`config.mk`:
```
export PLATFORM = sky130hd
export DESIGN_NAME = fetch_unit
export DESIGN_NICKNAME = d
export VERILOG_FILES = /design/src/rtl/fetch_unit.sv
export SDC_FILE = /design/constraint.sdc
export NUM_CORES = 1
export LEC_CHECK = 0
export CORE_MARGIN = 2
export CORE_UTILIZATION = 40
export DETAILED_ROUTE_END_ITERATION = 10
export GPL_TIMING_DRIVEN = 0
export SYNTH_ARGS = -nofsm -noshare
export SYNTH_HDL_FRONTEND = slang
export SYNTH_SLANG_ARGS = --single-unit
```
`constraint.sdc`:
```
create_clock -name clk -period 7.95 [get_ports clk]
set_input_delay 1.1925 -clock clk [delete_from_list [all_inputs] [get_ports clk]]
set_output_delay 1.1925 -clock clk [all_outputs]
set_load 0.05 [all_outputs]
```
`src/rtl/fetch_unit.sv`:
```
// fetch_unit: prefetching instruction fetch stage with a variable-latency memory port,
// an in-order {pc, instr} queue toward decode, and redirect flushing of in-flight fetches.
module fetch_unit #(
    parameter int              XLEN            = 32,
    parameter int              DEPTH           = 4,
    parameter int              MAX_OUTSTANDING = 2,
    parameter logic [XLEN-1:0] RESET_PC        = '0
) (
    input  logic            clk,
    input  logic            reset,
    output logic            imem_req_valid,
    input  logic            imem_req_ready,
    output logic [XLEN-1:0] imem_req_addr,
    input  logic            imem_rsp_valid,
    input  logic [31:0]     imem_rsp_data,
    input  logic            redirect_valid,
    input  logic [XLEN-1:0] redirect_pc,
    output logic            instr_valid,
    input  logic            instr_ready,
    output logic [31:0]     instr_out,
    output logic [XLEN-1:0] instr_pc,
    output logic [XLEN-1:0] pc_debug
);
    localparam int QW = $clog2(DEPTH);
    localparam int OW = MAX_OUTSTANDING > 1 ? $clog2(MAX_OUTSTANDING) : 1;
    localparam int CW = $clog2(DEPTH + 1) + 1;

    logic [XLEN-1:0] fetch_pc;
    logic [XLEN-1:0] q_pc    [DEPTH];
    logic [31:0]     q_instr [DEPTH];
    logic [XLEN-1:0] fl_pc   [MAX_OUTSTANDING];
    logic [QW-1:0]   q_head, q_tail;
    logic [OW-1:0]   fl_head, fl_tail;
    logic [CW-1:0]   occupancy, outstanding, discard;
    logic            req_fire, rsp_keep, pop;

    function automatic logic [OW-1:0] fl_next(input logic [OW-1:0] p);
        return (p == OW'(MAX_OUTSTANDING - 1)) ? '0 : p + 1'b1;
    endfunction

    // Credit check: every non-discarded in-flight fetch already owns a queue slot.
    assign imem_req_valid = reset && !redirect_valid && outstanding < CW'(MAX_OUTSTANDING)
                            && occupancy + outstanding - discard < CW'(DEPTH);
    assign imem_req_addr  = fetch_pc;
    assign pc_debug       = fetch_pc;
    assign req_fire       = imem_req_valid && imem_req_ready;
    assign rsp_keep       = imem_rsp_valid && discard == '0 && !redirect_valid;
    assign instr_valid    = occupancy != '0;
    assign pop            = instr_valid && instr_ready;
    assign instr_out      = q_instr[q_head];
    assign instr_pc       = q_pc[q_head];

    always_ff @(posedge clk or negedge reset) begin
        if (!reset) begin
            fetch_pc    <= RESET_PC;
            q_head      <= '0;
            q_tail      <= '0;
            fl_head     <= '0;
            fl_tail     <= '0;
            occupancy   <= '0;
            outstanding <= '0;
            discard     <= '0;
            for (int i = 0; i < DEPTH; i++) begin
                q_pc[i]    <= '0;
                q_instr[i] <= '0;
            end
            for (int i = 0; i < MAX_OUTSTANDING; i++) fl_pc[i] <= '0;
        end else begin
            if (req_fire) begin
                fl_pc[fl_tail] <= fetch_pc;
                fl_tail        <= fl_next(fl_tail);
            end
            if (imem_rsp_valid) fl_head <= fl_next(fl_head);
            outstanding <= outstanding + CW'(req_fire) - CW'(imem_rsp_valid);
            if (rsp_keep) begin
                q_pc[q_tail]    <= fl_pc[fl_head];
                q_instr[q_tail] <= imem_rsp_data;
            end
            if (redirect_valid) begin
                fetch_pc  <= redirect_pc & ~XLEN'(3);
                q_head    <= '0;
                q_tail    <= '0;
                occupancy <= '0;
                // Everything still in flight after this cycle belongs to the old path.
                discard   <= outstanding - CW'(imem_rsp_valid);
            end else begin
                if (req_fire) fetch_pc <= fetch_pc + XLEN'(4);
                q_tail    <= q_tail + QW'(rsp_keep);
                q_head    <= q_head + QW'(pop);
                occupancy <= occupancy + CW'(rsp_keep) - CW'(pop);
                discard   <= discard - CW'(imem_rsp_valid && discard != '0);
            end
        end
    end
endmodule

```
==> impl_results.md <==
* Pwr dens at 341 nW/um^2
* Final setup skew at approximately 13 ps
* Area contributors post-synth: dfrtp_1 (55%), mux2_2 (10%), mux4_2 (8.6%)
* Worst Path Required at between 6000 and 7000 ps
* Fin nets at 1,600
* Die H at around 200 um
* Hold_buf cts at 0
* Delay of the slowest critical-path stage at just over 800 ps
* Dominant cell type by area after synthesis: dfrtp_1
* Worst-Margin Slew at 832 ps
* Width of the chip at 206 um
* Post-synthesis sequential area ratio at 0.546
* Final Hold Fails at 0
* Outcome: complete, no violations
* Netlist Area Pre-Place at between 15,000 and 20,000 um^2
* Clk buf depth at 3
* # Max-Cap Violations at 0
* Vias per std cell at 5.29
* Post-synth cell types at 52
* FF+latch count, synth at approximately 360
* Post-route DRC at 0
* Final Setup Violations at 0
* Max rail drop VDD at roughly 0.18 mV
* First-pass GRT wire length at 64,000 um
* Clk_lat worst skew at between 500 and 600 ps
* CP Class: flip-flop to output pin
* Yosys top cell area share at 0.546
* Root Buffer: clkbuf_16
* Pin count of the biggest net entering global routing at 121
* Via count at 10,900
* RSZ-0062 raised after global routing: false
* Ys flop type: dfrtp_1
* Critical path cell sequence: inv_1 > fa_1 > inv_1 > ha_1 > and3b_1 > nor3_1 > o2bb2ai_1 > and2_1 > clkdlybuf4s50_1
* Static leakage at 9.38 nW
* Max-slew violations at 0
* Antenna Nets Post-Route at 0
* Post-synth EDFFs at 0
* Crit-path slowest cell: clkdlybuf4s50_1
* Crit path DAT at between 3000 and 4000 ps
* Worst hold-check path type: flip-flop to flip-flop
* Final HPWL DP at 27,400 um
* CTS clk-pin slew, worst paths at about 60 ps
* # rows at 73
* Placer's final routability congestion estimate at between 0.8 and 0.9
* # clock sinks at 356
* Area growth syn-to-layout at 24.8%
* Initial core utilization at 0.408
* Synth warn at 0
* Gate count of the mapped netlist at ~1,300
* Total GRT Usage at 0.195
* CP max FO at 4
* Final core occ at 0.509
* Non-Filler Instances at roughly 2,100
* Fraction of registers with async set/reset at 1.00
* Period utilization at 0.608
* CTS tree: built
* Cells after DPL at between 1,500 and 2,000
* DIE AREA at roughly 42,000 um^2
* Overflow after GRT at 0
* # IOs at 200
* Core ar. at ~40,000 um^2
* DRT Wirelength at 40,000 um
* Htree depth at 2
* Syn avg cell area at 12.9 um^2
* Critical Path Start Type: flip-flop
* Vias in the first global route at roughly 12,000
* Power, Total at 6.95 mW
* CTS Buf Count at a little over 40
* Post-CTS Setup Bufs at 0
* DRT Pass-1 Iters at 4
* Setup TNS at 0 ps
* Crit. End Element: output pin
* Share of cells above drive strength 1 at 0.249
* Post-CTS Resized at 0
* Port-buffer cells at between 150 and 200
* Initial antenna violation count at 0
* Most used cell, CP: inv_1
* Slew HR at 0.445
* Shortest period the worst path allows at approximately 4800 ps
* Max Clock Freq at 207 MHz
* # diodes at 0
* Initial detailed-routing violation count at 596
* Wire per inst at 19.4 um
## layout by cell type (no fill, tap or decap), types with 11 or more instances in the layout
cell             instances
o21ai_0                110
nand3_1                 15
clkbuf_16               43
mux2i_1                 33
nor3_1                  13
a221o_1                 14
dfrtp_1                356
a21o_1                  11
buf_4                   37
mux2_4                  23
mux4_2                  62
mux2_2                 146
clkdlybuf4s50_1        190
buf_2                   32
a21oi_1                 38
nor2_1                  46
nand2_1                130
mux2_1                  16
inv_1                   25
clkbuf_1                51
ha_1                    21
## layout make-up
class	count	area, um^2
plain buffers	118	668
clock buffers	61	1230
clock inverters	11	143
fillers	3514	19600
inverters	26	100
multi-input cells	768	6660
flip-flops and latches	356	8910
well taps	525	657
repair buffers	194	2000
## state kept, by name (all words and copies together) (netlist names)
| name | count |
|---|---|
| discard | 4 |
| fl_head | 1 |
| fl_pc | 60 |
| fl_tail | 1 |
| imem_req_addr | 30 |
| occupancy | 4 |
| outstanding | 4 |
| q_head | 2 |
| q_instr | 128 |
| q_pc | 120 |
| q_tail | 2 |
## synthesized netlist by cell type (3+ instances only)
master	instances
a211oi_1	5
a21o_1	11
a21oi_1	38
a221o_1	14
and2_1	6
and3_1	9
buf_2	32
buf_4	37
buf_6	6
clkbuf_1	42
dfrtp_1	356
fa_1	4
ha_1	21
inv_1	25
mux2_1	16
mux2_2	146
mux2_4	23
mux2i_1	33
mux4_2	62
nand2_1	130
nand3_1	15
nand4_1	3
nor2_1	46
nor2b_1	5
nor3_1	13
nor4_1	4
o211ai_1	4
o21ai_0	110
o311ai_0	3
o311ai_1	5
or3_1	3
xnor2_1	8
xor2_1	4
## routing by layer
| metal | track usage | share of wire | vias to the layer above |
|---|---|---|---|
| met5 | 0 | 0 | - |
| met4 | 0.0559 | 0.023 | 0 |
| met3 | 0.0391 | 0.050 | 64 |
| met2 | 0.315 | 0.47 | 296 |
| met1 | 0.268 | 0.46 | 5556 |
| li1 | - | - | 4979 |
## critical path: cells and delay by family (launching register included)
kind	cells	cell delay [ps]
AND/OR/NAND/NOR	3	620
AO/OA/AOI/OAI	1	270
buffers and inverters	3	1010
adder cells (fa/ha/maj)	2	790
flip-flops	1	410
## cells by family (layout without fill, tap and decap cells)
| logic type | count (synthesis) | in the layout | share of synthesized area |
|---|---|---|---|
| xor gates and xnor gates | 15 | 15 | 0.00989 |
| adders and majority gates | 25 | 25 | 0.0210 |
| DFF | 356 | 356 | 0.546 |
| other | 1 | 6 | 0.000230 |
| AOI/OAI and AO/OA | 199 | 199 | 0.0722 |
| and+or+nand+nor | 243 | 243 | 0.0649 |
| muxes | 280 | 280 | 0.239 |
| buffers and inverters | 144 | 410 | 0.0471 |
## power breakdown
group	switching (mW)	internal, mW
registers	0.194	2.11
logic	1.61	1.13
clock network	0.744	1.17
total	2.54	4.41
## final timing paths
check                                     from  slack (ps)  cells after the start               end
worst max-delay path            outstanding[1]        3120                      9    imem_req_valid
worst min-delay path                  q_pc[62]         470                      2          q_pc[62]
worst max register to register  outstanding[1]        4000                     16    outstanding[2]
worst min register to register        q_pc[62]         470                      2          q_pc[62]
max in group asynchronous                reset        5620                      4  imem_req_addr[6]
min in group asynchronous                reset         480                      1      q_instr[100]
## through the flow
stage | instance area [um^2] | hold WS [ps] | worst slack, ps
5_1_grt | 20400 | 472 | 2890
4_1_cts | 20400 | 461 | 3040
3_5_place_dp | 19000 | 465 | 3270
2_1_floorplan | 16300 | 445 | 4420
6_report | 20400 | 473 | 3120
3_3_place_gp | 18900 | 457 | -9920
(Power assumes the default switching activity.)
